<file path="config.mk">
export PLATFORM = sky130hd
export DESIGN_NAME = msg_buffer
export DESIGN_NICKNAME = d
export VERILOG_FILES = /design/src/rtl/msg_buffer.sv
export SDC_FILE = /design/constraint.sdc
export NUM_CORES = 1
export LEC_CHECK = 0
export CAP_MARGIN = 15
export CORE_MARGIN = 5
export CORE_UTILIZATION = 40
export CTS_CLUSTER_DIAMETER = 30
export DETAILED_ROUTE_END_ITERATION = 8
export HOLD_SLACK_MARGIN = 0.06
export SYNTH_ARGS = -nofsm -noshare
export SYNTH_HDL_FRONTEND = slang
export SYNTH_SLANG_ARGS = --single-unit
</file>
<file path="constraint.sdc">
create_clock -name clk -period 13.9 [get_ports clk]
set_clock_uncertainty 0.15 [all_clocks]
set_input_delay 2.78 -clock clk [delete_from_list [all_inputs] [get_ports clk]]
set_output_delay 2.78 -clock clk [all_outputs]
set_load 0.02 [all_outputs]
</file>
<file path="src/rtl/msg_buffer.sv">
// Message FIFO between msg_parser and its consumer: first-word-fall-through, drops on full.
// Optional MSG_BUFFER_STATS_EN adds saturating drop_count / err_count outputs.
module msg_buffer #(
    parameter int MAX_MSG_BYTES = 32,
    parameter int DEPTH         = 4
) (
    input  logic                       clk,
    input  logic                       rst,
    input  logic                       in_msg_valid,
    input  logic [15:0]                in_msg_length,
    input  logic [MAX_MSG_BYTES*8-1:0] in_msg_data,
    input  logic                       in_msg_error,
    output logic                       out_valid,
    input  logic                       out_ready,
    output logic [15:0]                out_length,
    output logic [MAX_MSG_BYTES*8-1:0] out_data,
    output logic                       full,
    output logic                       empty,
    output logic                       overflow
`ifdef MSG_BUFFER_STATS_EN
    ,
    output logic [15:0]                drop_count,
    output logic [15:0]                err_count
`endif
);
    localparam int AW = $clog2(DEPTH);
    localparam int DW = MAX_MSG_BYTES * 8;

    logic [15:0]   mem_len  [DEPTH];
    logic [DW-1:0] mem_data [DEPTH];
    logic [AW-1:0] rd_ptr, wr_ptr;
    logic [AW:0]   count;

    logic          len_ok, good, bad, pop, wr, drop;
    logic [DW-1:0] masked_data;

    assign len_ok = (in_msg_length != 16'd0) && (in_msg_length <= 16'(MAX_MSG_BYTES));
    assign good   = in_msg_valid && !in_msg_error && len_ok;
    assign bad    = in_msg_valid && !good;
    assign pop    = out_valid && out_ready;
    assign wr     = good && (!full || pop);
    assign drop   = good && full && !pop;

    assign empty     = (count == '0);
    assign full      = (count == (AW+1)'(DEPTH));
    assign out_valid = !empty;

    // Bytes beyond the message length are stored as zero so the consumer never sees stale payload.
    always_comb begin
        masked_data = '0;
        for (int i = 0; i < MAX_MSG_BYTES; i++) begin
            if (16'(i) < in_msg_length)
                masked_data[i*8 +: 8] = in_msg_data[i*8 +: 8];
        end
    end

    always_ff @(posedge clk) begin
        if (!rst && wr) begin
            mem_len[wr_ptr]  <= in_msg_length;
            mem_data[wr_ptr] <= masked_data;
        end
    end

    always_ff @(posedge clk) begin
        if (rst) begin
            rd_ptr   <= '0;
            wr_ptr   <= '0;
            count    <= '0;
            overflow <= 1'b0;
        end else begin
            if (wr)  wr_ptr <= wr_ptr + 1'b1;
            if (pop) rd_ptr <= rd_ptr + 1'b1;
            if (wr && !pop)      count <= count + 1'b1;
            else if (pop && !wr) count <= count - 1'b1;
            if (drop) overflow <= 1'b1;
        end
    end

    assign out_length = out_valid ? mem_len[rd_ptr]  : 16'd0;
    assign out_data   = out_valid ? mem_data[rd_ptr] : '0;

`ifdef MSG_BUFFER_STATS_EN
    always_ff @(posedge clk) begin
        if (rst) begin
            drop_count <= '0;
            err_count  <= '0;
        end else begin
            if (drop && drop_count != 16'hFFFF) drop_count <= drop_count + 1'b1;
            if (bad  && err_count  != 16'hFFFF) err_count  <= err_count + 1'b1;
        end
    end
`endif

endmodule

</file>
## Word level (Yosys, flattened, before mapping)

Memories as Yosys holds them, arrays and structs flattened. A register that Yosys moved wholly into a read port is not among the register bits.
Cells that the tools add are included.

| storage, ports and cells | value |
|---|---|
| bits in registers | 8 |
| RAM bits | 1,088 |
| input bits | 277 |
| output and inout bits | 276 |
| logic and storage cells | 106 |
| memories | 2 |

| cells by class | value |
|---|---|
| add/sub/neg operators | 4 |
| $lt $le $gt $ge | 33 |
| equality and inequality tests | 1 |
| muxes and demuxes | 42 |
| reduce and logical (&&, ||, !) cells | 20 |

Memories:

| memory | depth | width | read ports | clocked after Yosys merged registers in | wr ports | RTL line | RTL |
|---|---|---|---|---|---|---|---|
| mem_data | 4 | 256 | 1 | 1 | 1 | 30 | `logic [DW-1:0] mem_data [DEPTH];` |
| mem_len | 4 | 16 | 1 | 1 | 1 | 29 | `logic [15:0] mem_len [DEPTH];` |

Operator list:

| operator | number |
|---|---|
| 5-bit by 16-bit less-than comparator with 1-bit output (first input constant) | 16 |
| 256-bit 2-to-1 mux | 1 |
| 8-bit 2-to-1 mux | 32 |
| 4-bit by 16-bit less-than comparator with 1-bit output (first input constant) | 8 |
| 3-bit by 16-bit less-than comparator with 1-bit output (first input constant) | 4 |
| 1-bit by 16-bit less-than comparator with 1-bit output (first input constant) | 2 |
| 2-bit by 16-bit less-than comparator with 1-bit output (first input constant) | 2 |
| 16-bit by 6-bit less-or-equal comparator with 1-bit output (second input constant) | 1 |
| 16-bit 2-to-1 mux | 1 |
| 16-bit nonzero test | 1 |
| 1-bit logical AND | 10 |
| 2-bit 2-to-1 mux | 4 |
| 1-bit zero test | 6 |
| 3-bit 2-to-1 mux | 2 |
| 2-bit by 1-bit adder with 2-bit output (second input constant) | 2 |
| 3-bit by 1-bit adder with 3-bit output (second input constant) | 1 |
| 3-bit equality test (second input constant) | 1 |
| 3-bit zero test | 1 |
| 3-bit by 1-bit subtractor with 3-bit output (second input constant) | 1 |
| 1-bit 2-to-1 mux | 2 |
| 2-bit nonzero test | 1 |
| 1-bit logical OR | 1 |

## Depth between registers and ports, before layout

| depth | value |
|---|---|
| word-level depth | 9 |
| depth in mapped cells | 9 |

## Worst setup path after synthesis

No wires, ideal clock.

| timing path | value |
|---|---|
| path kind | in2reg |
| from | input port in_msg_length[9] |
| to | memory mem_data[0][0] in the netlist's numbering (enable) |
| arrival time | 9,739 ps |
| data required time | 13,082 ps |
| path slack | 3,343 ps |
| cell stages on the path | 4 |
| buffers on the path | 0 |
| path through | nor4_4 -> and3_1 -> o211a_1 -> and2_1 |

| between the ends | value |
|---|---|
| word-level cells in the longest chain between the ends | 7 |

Ends and longest elaborated chain:

| item | RTL line | RTL |
|---|---|---|
| start, declared | 10 | `input logic [15:0] in_msg_length,` |
| 16-bit by 6-bit less-or-equal comparator with 1-bit output / 16-bit nonzero test (equally long branches) | 37 | `assign len_ok = (in_msg_length != 16'd0) && (in_msg_length <= 16'(MAX_MSG_BYTES));` |
| 1-bit logical AND (*) | 37 |  |
| 1-bit logical AND (*) | 38 | `assign good = in_msg_valid && !in_msg_error && len_ok;` |
| 1-bit logical AND (*) | 41 | `assign wr = good && (!full \|\| pop);` |
| 1-bit logical AND (*) | 58 | `if (!rst && wr) begin` |
| 1-bit 2-to-1 mux (*) | 58 |  |
| 1-bit 2-to-1 mux (implied by the code) (*) | 60 | `mem_data[wr_ptr] <= masked_data;` |
| end, declared | 30 |  |

Mark *: on every way between the ends. The rest lies on a longest branch, timed or not.

==> reports/qor_table.md <==
| Metric | This run | Unit |
|---|---|---|
| Run status | completed | - |
| Residual DRC count | 0 | - |
| Required time reported for the critical path endpoint | 10.97 | ns |
| Cell with the largest stage delay on the worst path | buf_4 | - |
| Worst min path class | reg -> reg | - |
| Unrepaired setup endpoints after global routing | no | - |
| Most used cells in the layout excluding fill and tap cells | edfxtp_1 (1,088), clkdlybuf4s50_1 (552), and2_1 (496) | - |
| Vias in the first global route | 24,600 | - |
| Cell Chain, Critical Path | buf_4, buf_4, mux4_2, and2_1, clkdlybuf4s50_1 | - |
| Share of layout cells above drive strength 1 | 22.3 | % |
| Maximum frequency from static timing analysis | 0.131 | GHz |
| Number of logic stages on the critical path including buffering | 5 | - |
| Die width | 340 | um |
| Initial Util | 40.4 | % |
| GRT Util Overall | 18.5 | % |
| Final net count | 3,080 | - |
| Overall overflow remaining after global route | 0 | - |
| Clock tree root buffer cell | clkbuf_16 | - |
| Number of vias after detailed routing | 22,700 | - |
| Synthesized instance count | 2,103 | - |
| Clock latency at the later pin of the worst-skew pair | 0.77 | ns |
| Core footprint | 108,000 | um^2 |
| Synth Area per Inst | 20.7 | um^2 |
| Global-route wire length before repair | 160,000 | um |
| Fin crit share | 55.1 | % |
| Most common cell after layout, fill and taps aside | edfxtp_1 | - |
| Biggest area consumer among synthesized cells | edfxtp_1 | - |
| Top fanout value on the critical path | 70 | - |
| Cell Pwr Density | 198 | nW/um^2 |
| Post-CTS setup buffer count | 0 | - |
| Largest net degree at the start of global routing | 143 | - |
| Number of buffers and inverters on the critical path | 3 | - |
| Logic depth of the worst register-to-register path | 6 | - |
| GR Layer Usage met2 | 31.5 | % |
| Async set-or-reset flop fraction in the synthesized netlist | 0 | % |
| Layer carrying the most global-route usage | met2 | - |
| Prevailing post-synth register cell | edfxtp_1 | - |
| Delay of the slowest cell on the worst path | 1.01 | ns |
| Total standard cell area after synthesis | 43,400 | um^2 |
| Number of synthesized flops with an enable pin | 1,088 | - |
| Number of levels the H-tree was split into | 4 | - |
| Number of top-level pins | 553 | - |
| Normalized max-slew margin | 18.2 | % |
| Util after Layout | 54.1 | % |
| Synthesis warning total | 0 | - |
| Cell type with the highest occurrence count on the critical path | buf_4 | - |
| Standby leakage power | 18.7 | nW |
| Critical path arrival | 4.72 | ns |
| Number of routed nets with antenna violations | 0 | - |
| Share of Yosys cell area claimed by the top area cell type | 75.2 | % |
| Max-slew violation total from the final report | 0 | - |
| Total Neg Setup Slack | 0 | ns |
| Reported max-cap violation count | 0 | - |
| Post-route design area | 58,100 | um^2 |
| Site Rows | 120 | - |
| Maximum VDD drop | 0.127 | mV |
| CTS resizes | 0 | - |
| Global routing met3 resource utilization | 4.76 | % |
| Netlist cell types | 40 | - |
| Ratio of routed vias to standard cells | 5.18 | - |
| Final setup violation count | 0 | - |
| Largest delay contributor family on the critical path | buffers and inverters | - |
| Startpoint kind of the worst setup timing path | register | - |
| Largest cells by area after synthesis | edfxtp_1 (75%), mux4_2 (14%), and2_1 (7.2%) | - |
| Average detailed-routed wire length per instance | 24.8 | um |
| Hold Fails Final Rpt | 0 | - |
| Number of DRC violations after detailed-routing iteration 0 | 1,518 | - |
| Num Clock Sinks | 1,098 | - |
| Clock tree buffer depth | 3 | - |
| Grt met1 use | 23.6 | % |
| Kind of critical path | reg -> out | - |
| Part of the Yosys area used for sequential elements | 75.7 | % |
| Final critical delay including setup and external delays | 7.65 | ns |
| Slew at the pin closest to its max-slew limit | 1.23 | ns |
| Die Y-Extent | 340 | um |
| Synth-to-Final Area Change | 33.9 | % |
| Number of buffers inserted for hold repair after clock tree synthesis | 0 | - |
| Clock buffer count from CTS | 210 | - |
| Placed wire-length estimate after detailed placement | 66,500 | um |
| Worst hold path depth | 2 | - |
| Die area | 115,000 | um^2 |
| IO buf count | 552 | - |
| Wirelength, routed | 109,000 | um |
| Clock transition at the registers of the reported paths | 0.04 | ns |
| Fillers | 8,342 | - |
| Routability Congestion | 0.744 | - |
| Synthesized Nets | 2,386 | - |
| Post-synthesis register bit count | 1,098 | - |
| TritonRoute pass-1 iters | 5 | - |
| Antenna violations before repair | 8 | - |
| Pwr Total | 11.5 | mW |
| Clock tree from TritonCTS | yes | - |
| Critical Path End Type | output pin | - |
| Worst hold slack across all endpoints | 0.369 | ns |
| Total cell area at the placement stage | 50,600 | um^2 |
## per-stage QoR
step           setup slack (ns)  std cells
2_1_floorplan              3.34       2103
3_3_place_gp               6.11       3985
3_5_place_dp               6.06       3988
4_1_cts                    6.10       4381
5_1_grt                    5.98       4382
6_report                   6.25       4385
## routing by layer
metal | vias to the layer above | part of all wire [%]
met5 | - | 0.019
li1 | 9855 | -
met1 | 12000 | 40
met3 | 146 | 6.3
met4 | 4 | 1.9
met2 | 762 | 52
## power breakdown
group / total (mW) / internal, mW / switching (mW) / leakage [nW]
combinational: 2.61 / 1.18 / 1.43 / 5.22
clock: 5.22 / 3.51 / 1.70 / 3.58
sequential: 3.67 / 3.65 / 0.0223 / 9.86
total: 11.5 / 8.35 / 3.16 / 18.7
## tightest hold or removal path: cells and delay by family, from the launching register on
family          cells  cell delay [ns]
flops               1             0.34
buf+inv             1             0.07
compound gates      1             0.05
## sequential cells by signal, indices dropped and copies added, names as in the netlist, named ones only
name      count
count         3
mem_data   1024
mem_len      64
overflow      1
rd_ptr        2
wr_ptr        2
## synth_stat cells, drive strengths merged (2+ instances only)
cell and count:
a211o 2, a21oi 7, and2 500, and3 4, buf 39, clkbuf 60
dfxtp 10, edfxtp 1088, ha 5, inv 7, mux4 272, nand2 7
nand3 7, nand4 4, nor2 9, nor2b 32, nor3 5, nor3b 2
nor4 3, nor4b 2, o211ai 2, o21ai 15, o31ai 2, or3 3
xor2 4
## cell families (layout without fill, tap and decap cells)
group                      after synthesis  after routing  share of synthesized area [%]
buffers and inverters                  106            981                           1.01
AOI/OAI and AO/OA                       34             34                          0.504
muxes                                  273            273                           14.1
xor gates and xnor gates                 4              4                         0.0807
adders and majority gates                6              6                          0.190
DFF                                   1098           1098                           75.7
other                                    0              4                              0
and+or+nand+nor                        582            582                           8.40
## path summary, 6_finish.rpt
check                               from               end  slack [ns]
worst max-delay path            register     out_data[251]        6.25
worst min-delay path            overflow          overflow        0.37
worst max register to register  count[0]  mem_data[3][182]        9.96
worst min register to register  overflow          overflow        0.37
## area by class of cell
cell class,count,area [um^2],area share (%)
flip-flops and latches,1098,32900,56.6
multi-input cells,899,10100,17.4
repair buffers,581,5820,10.0
clock buffers,230,5350,9.21
clock inverters,163,2150,3.71
well taps,1403,1760,3.02
inverters,7,26.3,0.0452
diodes,4,10.0,0.0172
Note: power is estimated with default switching activity, not from simulation.
